===== config.mk =====
export PLATFORM = sky130hd
export DESIGN_NAME = addsub_pipe
export DESIGN_NICKNAME = d
export VERILOG_FILES = /design/src/rtl/addsub_pkg.sv /design/src/rtl/addsub_slice.sv /design/src/rtl/addsub_pipe.sv
export SDC_FILE = /design/constraint.sdc
export NUM_CORES = 1
export LEC_CHECK = 0
export BUFFER_PORTS_ARGS = -buffer_cell sky130_fd_sc_hd__clkbuf_2
export CAP_MARGIN = 40
export CORE_MARGIN = 2
export CORE_UTILIZATION = 55
export CTS_BUF_LIST = sky130_fd_sc_hd__clkbuf_16
export DETAILED_ROUTE_END_ITERATION = 12
export PLACE_DENSITY = 0.87
export SYNTH_ARGS = -nofsm -noshare
export SYNTH_HDL_FRONTEND = slang
export SYNTH_SLANG_ARGS = --single-unit

===== constraint.sdc =====
create_clock -name clock -period 6.5 [get_ports clock]
set_input_delay 1.625 -clock clock [delete_from_list [all_inputs] [get_ports clock]]
set_output_delay 1.625 -clock clock [all_outputs]
set_load 0.01 [all_outputs]

===== src/rtl/addsub_pkg.sv =====
// addsub_pkg: shared flag type, op encoding and slice sizing helper
// for the pipelined adder/subtractor.
package addsub_pkg;

    localparam logic OP_ADD = 1'b0;
    localparam logic OP_SUB = 1'b1;

    typedef struct packed {
        logic ovf;
        logic carry;
        logic zero;
        logic neg;
    } flags_t;

    function automatic int slice_w(input int width, input int stages);
        return width / stages;
    endfunction

endpackage


===== src/rtl/addsub_slice.sv =====
// addsub_slice: one combinational carry slice with carry in/out and a
// zero indication for its own sum bits.
module addsub_slice #(
    parameter int W = 16
) (
    input  logic [W-1:0] a,
    input  logic [W-1:0] b,
    input  logic         cin,
    output logic [W-1:0] sum,
    output logic         cout,
    output logic         zero
);

    assign {cout, sum} = {1'b0, a} + {1'b0, b} + {{W{1'b0}}, cin};
    assign zero        = (sum == '0);

endmodule


===== src/rtl/addsub_pipe.sv =====
// addsub_pipe: STAGES-deep pipelined add/sub with valid/ready and flags.
// Define ADDSUB_SATURATE_EN to clamp overflowing results.
module addsub_pipe
    import addsub_pkg::*;
#(
    parameter int WIDTH  = 32,
    parameter int STAGES = 2
) (
    input  logic             clock,
    input  logic             reset_n,
    input  logic             in_valid,
    output logic             in_ready,
    input  logic [WIDTH-1:0] in_a,
    input  logic [WIDTH-1:0] in_b,
    input  logic             in_sub,
    output logic             out_valid,
    input  logic             out_ready,
    output logic [WIDTH-1:0] out_result,
    output logic             out_ovf,
    output logic             out_carry,
    output logic             out_zero,
    output logic             out_neg
);

    localparam int SW   = slice_w(WIDTH, STAGES);
    localparam int LAST = STAGES - 1;
    localparam int NR   = (STAGES > 1) ? STAGES - 1 : 1;

    logic                          advance;
    logic [WIDTH-1:0]              b_eff;
    logic [STAGES-1:0]             vld_q;
    logic [NR-1:0][WIDTH-1:0]      a_q, b_q, r_q;
    logic [NR-1:0]                 c_q, z_q;
    logic [STAGES-1:0][WIDTH-1:0]  src_a, src_b, src_r, nx_r;
    logic [STAGES-1:0]             src_c, src_z, nx_c, nx_z, sl_zero;
    logic [STAGES-1:0][SW-1:0]     sl_sum;
    logic [WIDTH-1:0]              res_q, fin_r;
    flags_t                        flg_q, fin_f;
    logic                          a_msb, b_msb, r_msb, ovf;

    assign advance = !vld_q[LAST] || out_ready;
    assign b_eff   = (in_sub == OP_ADD) ? in_b : ~in_b;

    // Slice k works on operands skewed k cycles; lower result bits ride along.
    for (genvar k = 0; k < STAGES; k++) begin : g_slice
        if (k == 0) begin : g_head
            assign src_a[k] = in_a;
            assign src_b[k] = b_eff;
            assign src_r[k] = '0;
            assign src_c[k] = (in_sub == OP_SUB);
            assign src_z[k] = 1'b1;
        end else begin : g_tail
            assign src_a[k] = a_q[k-1];
            assign src_b[k] = b_q[k-1];
            assign src_r[k] = r_q[k-1];
            assign src_c[k] = c_q[k-1];
            assign src_z[k] = z_q[k-1];
        end

        addsub_slice #(.W(SW)) u_slice (
            .a    (src_a[k][k*SW +: SW]),
            .b    (src_b[k][k*SW +: SW]),
            .cin  (src_c[k]),
            .sum  (sl_sum[k]),
            .cout (nx_c[k]),
            .zero (sl_zero[k])
        );

        assign nx_r[k] = src_r[k] | (WIDTH'(sl_sum[k]) << (k * SW));
        assign nx_z[k] = src_z[k] & sl_zero[k];
    end

    assign a_msb = src_a[LAST][WIDTH-1];
    assign b_msb = src_b[LAST][WIDTH-1];
    assign r_msb = nx_r[LAST][WIDTH-1];
    assign ovf   = (a_msb == b_msb) && (r_msb != a_msb);

`ifdef ADDSUB_SATURATE_EN
    assign fin_r = !ovf ? nx_r[LAST] :
                   a_msb ? {1'b1, {(WIDTH-1){1'b0}}} :
                           {1'b0, {(WIDTH-1){1'b1}}};
    assign fin_f.zero = nx_z[LAST] & ~ovf;
`else
    assign fin_r = nx_r[LAST];
    assign fin_f.zero = nx_z[LAST];
`endif
    assign fin_f.ovf   = ovf;
    assign fin_f.carry = nx_c[LAST];
    assign fin_f.neg   = fin_r[WIDTH-1];

    always_ff @(posedge clock or negedge reset_n) begin
        if (!reset_n) begin
            vld_q <= '0;
            a_q   <= '0;
            b_q   <= '0;
            r_q   <= '0;
            c_q   <= '0;
            z_q   <= '0;
            res_q <= '0;
            flg_q <= '0;
        end else if (advance) begin
            vld_q[0] <= in_valid;
            for (int k = 1; k < STAGES; k++) begin
                vld_q[k] <= vld_q[k-1];
            end
            for (int k = 0; k < LAST; k++) begin
                a_q[k] <= src_a[k];
                b_q[k] <= src_b[k];
                r_q[k] <= nx_r[k];
                c_q[k] <= nx_c[k];
                z_q[k] <= nx_z[k];
            end
            res_q <= fin_r;
            flg_q <= fin_f;
        end
    end

    assign in_ready   = advance;
    assign out_valid  = vld_q[LAST];
    assign out_result = res_q;
    assign out_ovf    = flg_q.ovf;
    assign out_carry  = flg_q.carry;
    assign out_zero   = flg_q.zero;
    assign out_neg    = flg_q.neg;

endmodule


# After elaboration in Yosys (flattened, before gate mapping)
# Cells that the tools add are included.
# W data, S select, Z words.
totals:
  wordCells: 26
  out_inout_bits: 38
  input_bits: 69
  ff_bits: 120
op_classes:
  add_sub_neg: 4
  reduce_logical: 5
  n_bitwise: 3
  mux: 1
  n_eq_ne: 2
ops:
  columns: ["op", "n"]
  rows:
  - ["$add A16 B16 Y17", 2]
  - ["$add A17 B1 Y17", 2]
  - ["$logic_not A16 Y1", 2]
  - ["$mux W32", 1]
  - ["$not A32 Y32", 1]
  - ["$or A16 B32 Y32", 1]
  - ["$and A1 B1 Y1", 1]
  - ["$eq A1 B1 Y1", 1]
  - ["$logic_and A1 B1 Y1", 1]
  - ["$logic_not A1 Y1", 1]
  - ["$logic_or A1 B1 Y1", 1]
  - ["$ne A1 B1 Y1", 1]

# Logic depth before layout (Yosys ltp)
# Gate-level depths: netlist of run 1.
depth:
  word_depth: 5
  depth_mapped: 12
  ltp_nobuf: 10

# Modules after synthesis
# Synthesis of run 1 repeated with hierarchy kept, for this count alone.
unflattened:
  hier_cells: 433
  area_unflattened_um2: 5212.5
by_module_without_submodules:
  columns: ["module", "area_per_inst_um2", "n_inst", "cells_each", "seq_area_each_um2"]
  rows:
  - ["addsub_pipe", 3653.5, 1, 227, 2177.1]
  - ["addsub_slice at g_slice[0].u_slice", 779.5, 1, 104, 0.0]
  - ["addsub_slice at g_slice[1].u_slice", 779.5, 1, 102, 0.0]

# Worst setup path after synthesis of run 1
# Ideal clock, no wire load.
synth_path:
  path_type: "input to register"
  startpoint: "in in_sub"
  endpoint: "reg c_q"
  setup_ps: 141
  stages: 12
  required_time_ps: 6359
  path_buffers: 2
  arrival_ps: 4398
  slack_ps: 1961
  cell_sequence: "clkbuf_2 buf_1 xor2_1 fa_1 a211oi_2 o21ai_1 and2_1 o41a_1 a221o_1 a21o_1 a21oi_1 a21oi_1"
synth_between:
  elab_chain_len: 3
synth_rtl:
  columns: ["element", "line_no", "text"]
  rows:
  - ["start: declaration", "addsub_pipe.sv:15", "input logic in_sub,"]
  - ["$mux W32", "addsub_pipe.sv:42", "assign b_eff = (in_sub == OP_ADD) ? in_b : ~in_b;"]
  - ["$add A16 B16 Y17", "addsub_slice.sv:14", "assign {cout, sum} = {1'b0, a} + {1'b0, b} + {{W{1'b0}}, cin};"]
  - ["$add A17 B1 Y17 (*)", "addsub_slice.sv:14", null]
  - ["end signal: indexed assignment", "addsub_pipe.sv:110", "c_q[k] <= nx_c[k];"]
  - ["end: declaration", "addsub_pipe.sv:33", "logic [NR-1:0] c_q, z_q;"]
# Mark *: on every way between the ends. The rest lies on a longest branch, timed or not.
# A chain may end at the register's enable or synchronous reset.

# Worst setup path in the final report of run 1
layout_path:
  startpoint: "in in_sub"
  endpoint: "reg z_q"
layout_between:
  elab_chain_len: 4
layout_rtl:
  columns: ["element", "line_no", "text"]
  rows:
  - ["$mux W32", "addsub_pipe.sv:42", null]
  - ["$add A16 B16 Y17", "addsub_slice.sv:14", null]
  - ["$add A17 B1 Y17 (*)", "addsub_slice.sv:14", null]
  - ["$logic_not A16 Y1 (*)", "addsub_slice.sv:15", "assign zero = (sum == '0);"]
  - ["end signal: indexed assignment", "addsub_pipe.sv:111", "z_q[k] <= nx_z[k];"]
  - ["end: declaration", "addsub_pipe.sv:33", null]
# Marks and branches as above.

==> run metrics, run 1 <==
status finished, final reports clean; f_max 222 MHz; WHS Path Cells 2; largest net degree at the start of global routing 63; Yosys warnings 0; Pleak 0.00298 uW; Skew-Pair Late Insertion Delay 340 ps; RSZ-0062 raised after global routing no; FILL cells 722; DP HPWL 8580 um; Sw Share 0.357; sw power between 700 and 800 uW; crit start category input port; Max-cap violations 0; cell area after layout 6000 um2; Yosys reg bits 87; Vias per Instance 5.47; FF+latch area 2180 um2; CTS Hold Bufs 0; Tot GR Track Use 0.244; Worst-Margin Slew approximately 590 ps; vias in the first global route 4,224; placed cell areas about 5700 um2; ANT nets after route 0; Crit. Startpoint in_sub; Port Buf Inserts between 100 and 150; Slew HR 0.605; DR WL/cell 14.8 um; H-tree levels 3; worst reg2reg path depth 10; TritonCTS clock tree built; RR Startpoint a_q[16]; CP max stage cell fa_1; clock skew 5.00 ps; global-route wire length before repair 19,500 um; Multi-input gate area 2710 um2; Final min period 4490 ps; Seq pwr share 0.376; Reg clk slew, reported paths 70 ps; height of the die 99.5 um; CP endpoint kind flop; Ports between 100 and 150; initial antenna violation count 0; Die ar. 9910 um2; final WL 11,500 um; crit-path max cell delay 450 ps; drt initial violations 162; worst path required time 6770 ps; cell area after synthesis 5020 um2; Final Hold Fails 0; setup_tns 0 ps; EDFF count, synth 0; Critical Path Stages 11; crit-path leading delay family compound AO/OA/AOI/OAI gates; routed vias 4,253; Max VDD drop 0.154 mV; clock tree buffer depth 2; HP Start vld_q[0]; number of buffers created by CTS 9; core area 8810 um2; share of cells above drive strength 1 0.200; row count 34; Sink Count 87; worst path arrival time 4770 ps; Post-synth ARST share 1.00; top_reg_cell synth dfrtp_1; Pre-antenna DRT Iters 4; Hold Path Class flop to flop; Comb pwr share 0.352; GP Congestion 0.936; global route overflow 0; Slew Viols, Final 0; sequential area share after synthesis 0.434; Cell Int Power 1340 uW; WS Path Type input port to flop; Residual DRC 0; Post-Syn Area per Cell 8.87 um2; Mapped Nets 668; Mapped Cells 566; Clk pwr share 0.272; Ant. Diodes 0; postcts setup bufs 0; critical-path cell list clkbuf_2 > mux2_4 > fa_1 > a211oi_2 > o21bai_1 > a2111oi_0 > nor3_1 > xor2_1 > nor4_1 > and4b_1 > a32o_1; Nets 766; Starting Density 0.570; Die X between 90 and 100 um; setup violators final 0; Final Cycle Share 0.691; CTS root buf clkbuf_16; count of cell types in the netlist 57; WP buf/inv 1; area grow syn2layout 19.5%; CP Max Fanout 17; post-CTS sizing 0; PD cells 346 nW/um2
==> power by group through the flow <==
stage	registers [uW]	clock network (uW)	logic, uW
4_1_cts	783	576	731
6_report	782	566	731
5_1_grt	802	603	813
2_1_floorplan	816	0	448
3_3_place_gp	784	0	693
3_5_place_dp	792	0	727
==> cells in the mapped netlist, types with 2 or more instances <==
library cell  instances  area, um2
a2111oi_0             3       26.3
and2_1                3       18.8
a221o_1               2       20.0
nor3b_1               2       15.0
nor2b_1               3       18.8
ha_1                 30        375
xnor2_1              30        263
a21oi_1              22        110
nand2b_1              5       31.3
nor4_1                2       12.5
and4b_1               2       20.0
o21ai_0              32        160
buf_1                 6       22.5
o311ai_1              3       26.3
o21ai_1              10       50.1
o2111ai_1             3       26.3
dfrtp_1              87       2180
a21o_1                8       60.1
nor3_1                8       40.0
o21bai_1              5       37.5
nand3b_1              2       15.0
nand2_1             175        657
a211oi_1              3       22.5
xor2_1               23        201
o21a_1                2       15.0
o211ai_1              2       15.0
nor2_1               24       90.1
inv_1                12       45.0
nand3_1               6       30.0
o31ai_1               5       37.5
clkbuf_1             16       60.1
a31oi_1               3       18.8
fa_1                  3       60.1
==> worst paths after layout <==
| path | to | slack, ps |
|---|---|---|
| worst max-delay path | z_q | 2010 |
| worst min-delay path | vld_q[0] | 460 |
| worst max register to register | out_zero | 3380 |
| worst min register to register | vld_q[0] | 460 |
| max in group asynchronous | a_q[29] | 4630 |
| min in group asynchronous | out_result[16] | 1260 |
==> flip-flops by register name, summed over array words and instances, names as in the netlist <==
register,count
c_q,1
out_result,32
vld_q,2
out_zero,1
a_q,16
b_q,16
z_q,1
out_ovf,1
r_q,16
out_carry,1
==> layout make-up <==
| type | count | share of cell area |
|---|---|---|
| Clock buffer | 9 | 0.0375 |
| Tap cell | 108 | 0.0225 |
| Multi-Input combinational cell | 443 | 0.452 |
| Sequential cell | 87 | 0.363 |
| Inverter | 12 | 0.00751 |
| Clock inverter | 7 | 0.0175 |
| Timing Repair Buffer | 111 | 0.101 |
==> cell usage in the layout, fill, tap and decap left out, drive strengths merged, types with 5 or more instances in the layout <==
master / Yosys / layout
o31ai: 5 / 5
nor2: 24 / 24
nand2b: 5 / 5
o21ai: 42 / 42
xnor2: 30 / 30
dfrtp: 87 / 87
inv: 12 / 14
a21oi: 22 / 22
o21bai: 5 / 5
nand2: 175 / 175
ha: 30 / 30
nand3: 6 / 6
a21o: 8 / 8
clkbuf: 17 / 114
xor2: 23 / 23
buf: 7 / 6
nor3: 8 / 8
==> cells by family (layout without fill, tap and decap cells) <==
kind of cell    after synthesis  count (layout)  synth area share
simple gates                239             239             0.203
compound gates              116             116             0.151
flops                        87              87             0.434
xor+xnor                     53              53            0.0925
buf+inv                      36             139            0.0279
fa+ha+maj                    33              33            0.0867
mux                           2               2           0.00523
==> worst min-delay path, delay by kind of cell, from the launching register on <==
family	cells	cell delay, ps
flip-flops	1	340
AND/OR/NAND/NOR	2	90
==> per-layer routing <==
layer / track usage / vias to the layer above / routed length [um]
met3: 0.0590 / 21 / 567
met5: 0 / - / 0
met2: 0.410 / 130 / 5620
li1: - / 2121 / -
met1: 0.315 / 1981 / 5110
met4: 0.0738 / 0 / 187
==> stage by stage <==
| stage | util | power, uW | instances | setup WS (ps) | hold slack, ps |
|---|---|---|---|---|---|
| finish | 0.681 | 2080 | 777 | 2010 | 460 |
| global route | 0.681 | 2220 | 777 | 1760 | 478 |
| CTS | 0.681 | 2090 | 777 | 2010 | 463 |
| detailed placement | 0.644 | 1520 | 761 | 1660 | 449 |
| global placement | 0.639 | 1480 | 759 | 1790 | 443 |
| floorplan | - | 1260 | 566 | 1960 | 430 |
(Power assumes the default switching activity.)
==> run 2, diff against run 1 <==
==> constraint.sdc (replaced) <==
create_clock -name clock -period 4.23 [get_ports clock]
set_input_delay 1.0575 -clock clock [delete_from_list [all_inputs] [get_ports clock]]
set_output_delay 1.0575 -clock clock [all_outputs]
set_load 0.01 [all_outputs]
==> run 2 against run 1 <==
Effect of this change: final cell count is the same; combinational power is 52% higher; clock skew is 3.4 ps higher; die area stayed put; total power increased by 51%; global-route usage shrank 0.39 points; first-iteration DRC count is 22% lower; flip-flop and latch count unchanged; worst hold slack improved by 2.6 ps; clock power up 45%; largest power group unchanged; highest routed layer unchanged.
==> run metrics, run 2 (synthesized netlist as in run 1, its figures left out) <==
Max VDD drop 0.265 mV (+72%); Residual DRC 0 (unchanged); WHS Path Cells 2 (unchanged); post-CTS sizing 0 (unchanged); sw power 1100 uW (+48%); clock skew 8.41 ps (+3.41 ps); Ports 107 (unchanged); routed vias 4,205 (-1.1%); initial antenna violation count 0 (unchanged); H-tree levels 3 (unchanged); worst path arrival time 3860 ps (-910 ps); Slew Viols, Final 0 (unchanged); global-route wire length before repair 19,300 um (-0.71%); reg2reg end out_zero; PD cells 525 nW/um2 (+52%); drt initial violations 126 (-22%); Sw Share 0.352 (-0.00586); CTS root buf clkbuf_16; Reg clk slew, reported paths 60 ps (about the same); CP Max Fanout 9 (-8); f_max 278 MHz; ANT nets after route 0 (unchanged); Cell Int Power 2030 uW (+52%); TritonCTS clock tree built; CTS Hold Bufs 0 (unchanged); row count 34 (unchanged); r2r setup slk 1070 ps (-2310 ps); height of the die 99.5 um (unchanged); Core Util, Final 0.678 (-0.00355); DR WL/cell 14.6 um (-1.0%); Slew HR 0.628 (+0.0236); Nets 767 (+0.13%); Max-cap violations 0 (unchanged); setup_tns 0 ps (unchanged); GP Congestion 0.885 (-5.4%); status finished, final reports clean; worst reg2reg path depth 10 (unchanged); Die X 99.5 um (unchanged); number of buffers created by CTS 9 (unchanged); Comb pwr share 0.354 (+0.002); FILL cells 713 (-1.2%); share of cells above drive strength 1 0.196 (-0.00448); max reg flops 32 (unchanged); commonest non-fill, non-tap cells in the layout nand2_1 (175), clkbuf_2 (105), dfrtp_1 (87), o21ai_0 (32); CP endpoint kind flop; Final Hold Fails 0 (unchanged); most common cell after layout, fill and taps aside nand2_1; Worst-Margin Slew 557 ps (-35.4 ps); postcts setup bufs 0 (unchanged); Seq pwr share 0.385 (+0.009); Starting Density 0.570 (unchanged); Final min period 3600 ps; Clk pwr share 0.261 (-0.011); WS Path Type input port to flop; worst path required time 4500 ps (-2270 ps); RR Startpoint a_q[16]; final std cells w/o fill 777 (unchanged); HP Start out_result[12]; Pleak 0.00298 uW (-0.19%); final WL 11,400 um (-1.0%); Worst Hold End out_result[12]; largest net degree at the start of global routing 69 (+9.5%); Tot GR Track Use 0.241 (-0.00390); Die ar. 9910 um2 (unchanged); global route overflow 0 (unchanged); Skew-Pair Late Insertion Delay 330 ps (about the same); area grow syn2layout 18.9%; Hold Path Class flop to flop; vias in the first global route 4,201 (-0.54%); clock tree buffer depth 2 (unchanged); Vias per Instance 5.41 (-1.1%); Final Cycle Share 0.850; crit start category input port; Hold WS 462 ps (+2.55 ps); RSZ-0062 raised after global routing no; Port Buf Inserts 106 (unchanged); cell count after placement 762 (+0.13%); Sink Count 87 (unchanged); Pre-antenna DRT Iters 4 (unchanged); DP HPWL 8630 um (+0.48%); Ant. Diodes 0 (unchanged); setup violators final 0 (unchanged); core area 8810 um2 (unchanged)
[run 2: worst max path at each step]
stage	startpoint	end	slack (ps)	depth (start not counted)
2_1_floorplan	in_sub	c_q	260	12
3_3_place_gp	in_sub	z_q	350	11
3_5_place_dp	in_sub	z_q	310	11
4_1_cts	in_sub	z_q	640	11
5_1_grt	in_sub	z_q	430	11
6_report	in_sub	z_q	630	11
[run 2: stage by stage]
stage | cell area [um2] | setup slack, ps | total power, uW
6_report | 5970 | 634 | 3130
5_1_grt | 5970 | 433 | 3340
4_1_cts | 5970 | 644 | 3150
3_5_place_dp | 5670 | 307 | 2330
3_3_place_gp | 5640 | 347 | 2280
2_1_floorplan | 5020 | 258 | 1940
[run 2: critical path: stages]
cell,delay [ps]
clkbuf_2,180
mux2_4,340
fa_1,440
a211oi_2,280
o21bai_1,110
a2111oi_0,410
nor3_1,120
xor2_1,180
nor4_1,330
and4b_1,250
a32o_1,160
[run 2: power groups by stage]
stage	Sequential (uW)	Clock [uW]	Combinational, uW
global placement	1200	0	1070
detailed placement	1220	0	1110
floorplan	1250	0	688
finish	1210	818	1110
CTS	1210	830	1120
global route	1230	858	1250
[run 2: metal layers]
| layer | GRT usage | routed length, um | share of wire | vias up |
|---|---|---|---|---|
| met3 | 0.0344 | 372 | 0.033 | 17 |
| met1 | 0.330 | 5260 | 0.46 | 1971 |
| met4 | 0.0811 | 194 | 0.017 | 0 |
| met2 | 0.395 | 5530 | 0.49 | 88 |
| met5 | 0 | 0 | 0 | - |
| li1 | - | - | - | 2129 |
[run 2: layout make-up]
class / count / area (um2) / share of cell area
Multi-Input combinational cell: 443 / 2710 / 0.454
Sequential cell: 87 / 2180 / 0.365
Inverter: 12 / 45.0 / 0.00755
Timing Repair Buffer: 112 / 598 / 0.100
Clock inverter: 6 / 78.8 / 0.0132
Clock buffer: 9 / 225 / 0.0377
Tap cell: 108 / 135 / 0.0226
